<file path="src/rtl/accum_history.sv">
// Adder-accumulator with load/add/sub/undo commands, optional unsigned clamp
// and a DEPTH-entry circular undo history.
module accum_history #(
  parameter int unsigned WIDTH    = 8,
  parameter int unsigned DEPTH    = 4,
  parameter int unsigned SATURATE = 0
) (
  input  logic                       clk,
  input  logic                       reset_n,
  input  logic                       load,
  input  logic                       add,
  input  logic                       sub,
  input  logic                       undo,
  input  logic [WIDTH-1:0]           data_in,
  output logic [WIDTH-1:0]           acc_out,
  output logic                       carry,
  output logic                       overflow,
  output logic [$clog2(DEPTH+1)-1:0] hist_count,
  output logic                       hist_full,
  output logic                       hist_empty
);

  localparam int unsigned CW = $clog2(DEPTH + 1);
  localparam int unsigned PW = (DEPTH > 1) ? $clog2(DEPTH) : 1;

  logic [WIDTH-1:0] hist_mem [DEPTH];
  logic [PW-1:0]    wr_ptr;
  logic [PW-1:0]    wr_ptr_n;
  logic [PW-1:0]    top_ptr;
  logic [PW-1:0]    next_ptr;
  logic [WIDTH:0]   sum;
  logic [WIDTH:0]   diff;
  logic [WIDTH-1:0] acc_n;
  logic             carry_n;
  logic             overflow_n;
  logic [CW-1:0]    count_n;
  logic             push;

  // wr_ptr is the next free slot; the most recent entry sits just below it
  assign top_ptr  = (wr_ptr == '0) ? PW'(DEPTH - 1) : wr_ptr - PW'(1);
  assign next_ptr = (wr_ptr == PW'(DEPTH - 1)) ? '0 : wr_ptr + PW'(1);

  assign sum  = {1'b0, acc_out} + {1'b0, data_in};
  assign diff = {1'b0, acc_out} - {1'b0, data_in};

  assign hist_full  = (hist_count == CW'(DEPTH));
  assign hist_empty = (hist_count == '0);

  // Command decode, priority load > add > sub > undo
  always_comb begin
    acc_n      = acc_out;
    carry_n    = carry;
    overflow_n = overflow;
    count_n    = hist_count;
    wr_ptr_n   = wr_ptr;
    push       = 1'b0;
    if (load) begin
      push       = 1'b1;
      acc_n      = data_in;
      carry_n    = 1'b0;
      overflow_n = 1'b0;
    end else if (add) begin
      push       = 1'b1;
      carry_n    = sum[WIDTH];
      overflow_n = (acc_out[WIDTH-1] == data_in[WIDTH-1]) &&
                   (sum[WIDTH-1] != acc_out[WIDTH-1]);
      acc_n      = (SATURATE != 0 && sum[WIDTH]) ? '1 : sum[WIDTH-1:0];
    end else if (sub) begin
      push       = 1'b1;
      carry_n    = diff[WIDTH];
      overflow_n = (acc_out[WIDTH-1] != data_in[WIDTH-1]) &&
                   (diff[WIDTH-1] != acc_out[WIDTH-1]);
      acc_n      = (SATURATE != 0 && diff[WIDTH]) ? '0 : diff[WIDTH-1:0];
    end else if (undo && !hist_empty) begin
      acc_n      = hist_mem[top_ptr];
      carry_n    = 1'b0;
      overflow_n = 1'b0;
      count_n    = hist_count - CW'(1);
      wr_ptr_n   = top_ptr;
    end
    // A push into a full buffer overwrites the oldest slot, which is wr_ptr
    if (push) begin
      wr_ptr_n = next_ptr;
      count_n  = hist_full ? hist_count : hist_count + CW'(1);
    end
  end

  always_ff @(posedge clk or negedge reset_n) begin
    if (!reset_n) begin
      acc_out    <= '0;
      carry      <= 1'b0;
      overflow   <= 1'b0;
      hist_count <= '0;
      wr_ptr     <= '0;
    end else begin
      acc_out    <= acc_n;
      carry      <= carry_n;
      overflow   <= overflow_n;
      hist_count <= count_n;
      wr_ptr     <= wr_ptr_n;
    end
  end

  // History storage needs no reset; validity is tracked by hist_count
  always_ff @(posedge clk) begin
    if (push) hist_mem[wr_ptr] <= acc_out;
  end

endmodule

</file>
<file path="config.mk">
export PLATFORM = sky130hd
export DESIGN_NAME = accum_history
export DESIGN_NICKNAME = d
export VERILOG_FILES = /design/src/rtl/accum_history.sv
export SDC_FILE = /design/constraint.sdc
export NUM_CORES = 1
export LEC_CHECK = 0
export CAP_MARGIN = 10
export CORE_MARGIN = 4
export CORE_UTILIZATION = 55
export DETAILED_ROUTE_END_ITERATION = 8
export PLACE_DENSITY = 0.78
export SLEW_MARGIN = 15
export SYNTH_ARGS = -nofsm -noshare
export SYNTH_HDL_FRONTEND = slang
export SYNTH_SLANG_ARGS = --single-unit
</file>
<file path="constraint.sdc">
create_clock -name clk -period 3.8 [get_ports clk]
set_input_delay 1.14 -clock clk [delete_from_list [all_inputs] [get_ports clk]]
set_output_delay 1.14 -clock clk [all_outputs]
set_load 0.01 [all_outputs]
</file>
# Yosys cells after proc, flatten, opt, wreduce, memory -nomap -nowiden
# Memories as Yosys holds them, arrays and structs flattened.
# Cells that the tools add are included.
[op_classes] n_addsub=6 eq_ne=10 n_mux=29 reduce_logical=10
[ops] operator="2-to-1 mux 8 bit" n=4
[ops] operator="2-to-1 mux 3 bit" n=6
[ops] operator="2-to-1 mux 2 bit" n=7
[ops] operator="2-to-1 mux 1 bit" n=12
[ops] operator="adder 8 x 8 -> 9 bit" n=1
[ops] operator="subtractor 8 x 8 -> 9 bit" n=1
[ops] operator="!= test 2 x 1 -> 1 bit, second input constant" n=3
[ops] operator="AND reduction 5 bit" n=1
[ops] operator="AND reduction 4 bit" n=1
[ops] operator="nonzero test 4 bit" n=1
[ops] operator="adder 3 x 1 -> 3 bit, second input constant" n=1
[ops] operator="equality test 3 bit, second input constant" n=1
[ops] operator="logical AND 1 bit" n=3
[ops] operator="logical NOT 3 bit" n=1
[ops] operator="!= test 1 bit" n=3
[ops] operator="subtractor 3 x 1 -> 3 bit, second input constant" n=1
[ops] operator="adder 2 x 1 -> 2 bit, second input constant" n=1
[ops] operator="equality test 2 bit, second input constant" n=1
[ops] operator="logical NOT 2 bit" n=1
[ops] operator="!= test 2 bit, second input constant" n=1
[ops] operator="nonzero test 2 bit" n=1
[ops] operator="subtractor 2 x 1 -> 2 bit, second input constant" n=1
[ops] operator="equality test 1 bit" n=1
[ops] operator="logical NOT 1 bit" n=1
[word_totals] ff_bits=15 ramBits=32 input_bits=14 out_inout_bits=15 wordCells=61 n_memories=1
[mem_list] name="hist_mem" depth=4 width=8 read_ports=1 rd_ports_with_merged_regs=0 write_ports=1 line_no="26" source="logic [WIDTH-1:0] hist_mem [DEPTH];"

# Depth between registers and ports, before layout
[logic_depth] ltp_word=8 ltp_mapped=10 ltp_nobuf=10

# Least setup slack after synthesis
# No wires, ideal clock.
[synth_path] path_kind="in2reg" start="input data_in[0]" end="register carry" setup_time_ns=0.095 arrival_ns=2.771 required_time_ns=3.705 setup_slack_ns=0.934 cell_stages=9 cell_sequence="ha_1 -> inv_1 -> fa_1 -> or2_4 -> a221oi_2 -> o21bai_1 -> a221oi_1 -> nor3b_1 -> o31ai_1"
[synth_via] elab_chain_cells=4 elab_cells_between_ends=5
[synth_rtl] element="start, declared" line_no="14" source="input logic [WIDTH-1:0] data_in,"
[synth_rtl] element="subtractor 8 x 8 -> 9 bit" line_no="44" source="assign diff = {1'b0, acc_out} - {1'b0, data_in};"
[synth_rtl] element="2-to-1 mux 1 bit" line_no="68" source="end else if (sub) begin"
[synth_rtl] element="2-to-1 mux 1 bit (*)" line_no="62" source="end else if (add) begin"
[synth_rtl] element="2-to-1 mux 1 bit (*)" line_no="57" source="if (load) begin"
[synth_rtl] element="end signal, assigned" line_no="97" source="carry <= carry_n;"
[synth_rtl] element="end, declared" line_no="16" source="output logic carry,"
# Every way passes the cells marked *; elsewhere a longest branch is shown, timed or not.
# A chain may end at the register's enable or synchronous reset.

# Worst setup path in the final report
# Same ends and word-level chain as after synthesis.

==> metrics.log <==
[metrics] result of the run: finished clean
[metrics] number of diodes: 0
[metrics] worst hold path depth: 2
[metrics] type of the setup path with the least slack: primary input to flip-flop
[metrics] reg-to-reg critical path startpoint: acc_out[0]$_DFFE_PN0P_
[metrics] clock transition time at the flip-flop clock pins of the worst setup and hold paths: about 0.080 ns
[metrics] average instance area after synthesis: between 10 and 15 um^2
[metrics] overall fraction of global-route tracks in use: 20.65%
[metrics] standard-cell rows: 25
[metrics] root cell of the clock tree: sky130_fd_sc_hd__clkbuf_8
[metrics] count of TritonRoute iterations in the first routing pass: 4
[metrics] post-synthesis register bit count: 47
[metrics] length in cells of the worst reg-to-reg path: 9
[metrics] DP Cell Count: 337
[metrics] post-CTS setup buffers: 0
[metrics] max-slew headroom at the worst pin: a little under half
[metrics] mux cell area share after synthesis: under 10%
[metrics] cell types occupying the most area after synthesis: sky130_fd_sc_hd__edfxtp_1 (34%), sky130_fd_sc_hd__dfrtp_1 (13%), sky130_fd_sc_hd__ha_1 (8.8%)
[metrics] endpoint of the worst hold path: carry$_DFFE_PN0P_
[metrics] count of clock tree sinks: between 40 and 50
[metrics] layout cells sized above 1: 9.353%
[metrics] dominant combinational cell family by area after synthesis: compound AO/OA/AOI/OAI gates
[metrics] area taken by flip-flops and latches: approximately 1300 um^2
[metrics] highest routing layer actually used: met4
[metrics] total number of vias: about 2.0k
[metrics] library cells used by synthesis: 50
[metrics] M1 wire length: about 2.8 mm
[metrics] final critical path time including I/O delays and setup: ~3.3 ns
[metrics] CP cell instances: clkdlybuf4s50_1 > ha_1 > inv_1 > fa_1 > or2_4 > a221oi_2 > o21bai_1 > a221oi_1 > nor3b_1 > o31ai_1
[metrics] Power Dens Cells: about 650 nW/um^2
[metrics] Critical R2R Capture: carry$_DFFE_PN0P_
[metrics] required time at the endpoint of the critical path: about 4 ns
[metrics] number of max-cap violations: 0
[metrics] Placed Instance Area: 3197 um^2
[metrics] maximum clock skew at final layout: about 0.007 ns
[metrics] slew at the pin closest to its max-slew limit: a little over 0.8 ns
[metrics] final number of hold-violating endpoints: 0
[metrics] Synth area leader: sky130_fd_sc_hd__edfxtp_1
[metrics] number of fillers in the final layout: 380
[metrics] met2 WL: 2.939 mm
[metrics] xor/xnor cell area share of the yosys netlist: around 3.1%
[metrics] hold crit path type: flip-flop to flip-flop
[metrics] gate family responsible for the most delay along the worst path: compound AO/OA/AOI/OAI gates
[metrics] commonest non-fill, non-tap cell in the layout: sky130_fd_sc_hd__edfxtp_1
[metrics] antenna violations before repair: 0
[metrics] period utilization: between 80% and 90%
[metrics] slowest CP cell: sky130_fd_sc_hd__clkdlybuf4s50_1
[metrics] maximum single-stage delay on the critical path: 0.51 ns
[metrics] post-CTS sizing: 0
[metrics] net count of the finished layout: between 300 and 400
[metrics] crit start category: primary input
[metrics] wire length of the first global-routing pass: 9.984 mm
[metrics] number of buffers inserted for hold repair after clock tree synthesis: 0
[metrics] beginning of the worst hold path: carry$_DFFE_PN0P_
[metrics] core footprint: a little under 5000 um^2
[metrics] maximum vdd ir drop: 0.3352 mV
[metrics] worst-case register-to-register setup slack: 1.36 ns
[metrics] final worst hold slack: between 0.5 and 0.6 ns
[metrics] CTS H-tree depth: 2
[metrics] number of warnings printed during yosys synthesis: 0
[metrics] number of design-rule violations left by the first detailed-router iteration: 141
[metrics] starting utilization of the core area: 58.59%
[metrics] leakage dissipation: between 1 and 1.5 nW
[metrics] Port Buffer Count: 28
[metrics] vias per cell: slightly below 6
[metrics] number of slew-limit violations in the final report: 0
[metrics] maximum number of buffers from clock root to sink: 2
[metrics] total negative slack for setup checks: 0 ns
[metrics] clock latency of the later-clocked register in the worst-skew pair: 0.30 ns
[metrics] CP bufs+invs: 2
[metrics] unrepaired setup endpoints after global routing: false
[metrics] post-DP HPWL: around 4.5 mm
[metrics] pin count of the biggest net entering global routing: 19
[metrics] area of the die: 6416 um^2
[metrics] final count of negative-setup-slack endpoints: 0
[metrics] horizontal die dimension: 80.10 um
[metrics] post-synthesis instance area: between 2000 and 3000 um^2
[metrics] CP Capture Type: flip-flop
[metrics] Detail Route met3 WL: a little over 300 um
[metrics] Peak Freq: 305.8 MHz
[metrics] Post-route DRC: 0
[metrics] count of antenna-violating nets left after detailed routing: 0
[metrics] Mapped Nets: 284
[metrics] Synth Area in Simple Gates: 10.72%
[metrics] portion of synthesized cell area occupied by the leading cell type: around a third
[metrics] via count of the first global-routing pass: around 2.0k
[metrics] num ports: 29
[metrics] register area share after synthesis: around 47%
[metrics] aggregate global routing overflow: 0
[metrics] CP arrival: roughly 3.5 ns
[metrics] clock buffers created by TritonCTS: 5
[metrics] area fraction in compound gates after synthesis: about 16%
[metrics] TritonCTS clock tree: built
[metrics] total routed wirelength: around 6.1 mm
[metrics] final estimated routing congestion in global placement: between 0.8 and 0.9
[metrics] area growth from synthesis to final layout: 14.66%
[metrics] total area of multi-input combinational cells: 1361 um^2
[metrics] Layout Cell Area excl Fill: around 3300 um^2
[metrics] post-synthesis instance total: around 250
[metrics] Worst Path Max Fanout: 3
[metrics] post-route insts no fill: 345
[metrics] most frequent cells in the layout: sky130_fd_sc_hd__edfxtp_1 (32), sky130_fd_sc_hd__clkdlybuf4s50_1 (28), sky130_fd_sc_hd__inv_1 (26)
[metrics] height of the chip: about 80 um
[metrics] WL per Instance: approximately 18 um
[metrics] arithmetic-cell share of the synthesized area counting full adders, half adders and majority gates: approximately 11%
[metrics] most instantiated flip-flop cell in the synthesis netlist: sky130_fd_sc_hd__edfxtp_1
[metrics] proportion of synthesized flip-flops having asynchronous set or reset: a little under a third
[metrics] EDFF count, synth: 32
-- cell usage after synthesis, types with 2 or more instances --
cell                       count
sky130_fd_sc_hd__a21o_1        3
sky130_fd_sc_hd__a21oi_1      18
sky130_fd_sc_hd__a221oi_1      6
sky130_fd_sc_hd__a221oi_2      2
sky130_fd_sc_hd__a311oi_1      3
sky130_fd_sc_hd__a32oi_1       2
sky130_fd_sc_hd__and3_1        4
sky130_fd_sc_hd__buf_2         3
sky130_fd_sc_hd__buf_6         3
sky130_fd_sc_hd__clkbuf_1      4
sky130_fd_sc_hd__dfrtp_1      15
sky130_fd_sc_hd__edfxtp_1     32
sky130_fd_sc_hd__fa_1          3
sky130_fd_sc_hd__ha_1         20
sky130_fd_sc_hd__inv_1        26
sky130_fd_sc_hd__mux4_1        3
sky130_fd_sc_hd__mux4_2        5
sky130_fd_sc_hd__nand2_1      16
sky130_fd_sc_hd__nand2b_1      3
sky130_fd_sc_hd__nor2_1       15
sky130_fd_sc_hd__nor2b_1       5
sky130_fd_sc_hd__nor3_1        4
sky130_fd_sc_hd__o211ai_1      5
sky130_fd_sc_hd__o21ai_0       7
sky130_fd_sc_hd__o21bai_1      3
sky130_fd_sc_hd__o31a_1        2
sky130_fd_sc_hd__o31ai_1       3
sky130_fd_sc_hd__or2_2         2
sky130_fd_sc_hd__xnor2_1       8
sky130_fd_sc_hd__xor2_1        2
-- stage by stage --
step | util [%] | setup slack (ns) | total power, mW
floorplan | - | 0.9340 | 1.542
global placement | 65.51 | 0.2765 | 1.822
detailed placement | 65.51 | 0.2056 | 1.849
CTS | 67.18 | 0.5319 | 2.139
global route | 67.18 | 0.2690 | 2.265
finish | 67.18 | 0.5304 | 2.124
-- flip-flops by register name, indices dropped and copies added, names as in the netlist --
name and count:
acc_out 8, carry 1, hist_count 3, hist_mem 32
overflow 1, wr_ptr 2
-- metal layers --
layer | up-vias | global-route usage [%]
li1 | 966 | -
met4 | 0 | 5.405
met1 | 983 | 29.13
met2 | 57 | 32.62
met5 | - | 0
met3 | 5 | 4.260
-- cell families (layout without fill, tap and decap cells) --
family | Yosys count | in the layout
buf+inv | 36 | 67
xor+xnor | 10 | 10
fa+ha+maj | 23 | 23
simple gates | 59 | 59
compound gates | 63 | 63
flops | 47 | 47
mux | 9 | 9
-- area by class of cell --
type | instances | area share, %
Multi-Input combinational cell | 164 | 41.53
Sequential cell | 47 | 40.76
Timing Repair Buffer | 33 | 9.695
Inverter | 26 | 2.977
Tap cell | 67 | 2.557
Clock buffer | 7 | 2.328
Clock inverter | 1 | 0.1527
-- worst max-delay path by stage --
| stage | startpoint | endpoint | slack [ns] | cells past startpoint |
|---|---|---|---|---|
| final | data_in[0] | carry$_DFFE_PN0P_ | 0.53 | 10 |
| after global routing | data_in[0] | carry$_DFFE_PN0P_ | 0.27 | 10 |
| after CTS | data_in[0] | carry$_DFFE_PN0P_ | 0.53 | 10 |
| after detailed placement | data_in[0] | carry$_DFFE_PN0P_ | 0.21 | 10 |
| after global placement | data_in[0] | carry$_DFFE_PN0P_ | 0.28 | 10 |
| after floorplan | data_in[0] | carry$_DFFE_PN0P_ | 0.93 | 9 |
-- tightest hold or removal path: stages, from the launching register on --
cell and delay [ns]:
sky130_fd_sc_hd__dfrtp_1 0.36, sky130_fd_sc_hd__nand2_1 0.06, sky130_fd_sc_hd__o31ai_1 0.06
-- where the power goes --
group	internal (mW)	switching (mW)	total, mW
registers	0.754	0.120	0.875
logic	0.464	0.499	0.962
clock network	0.129	0.158	0.287
(Power assumes the default switching activity.)
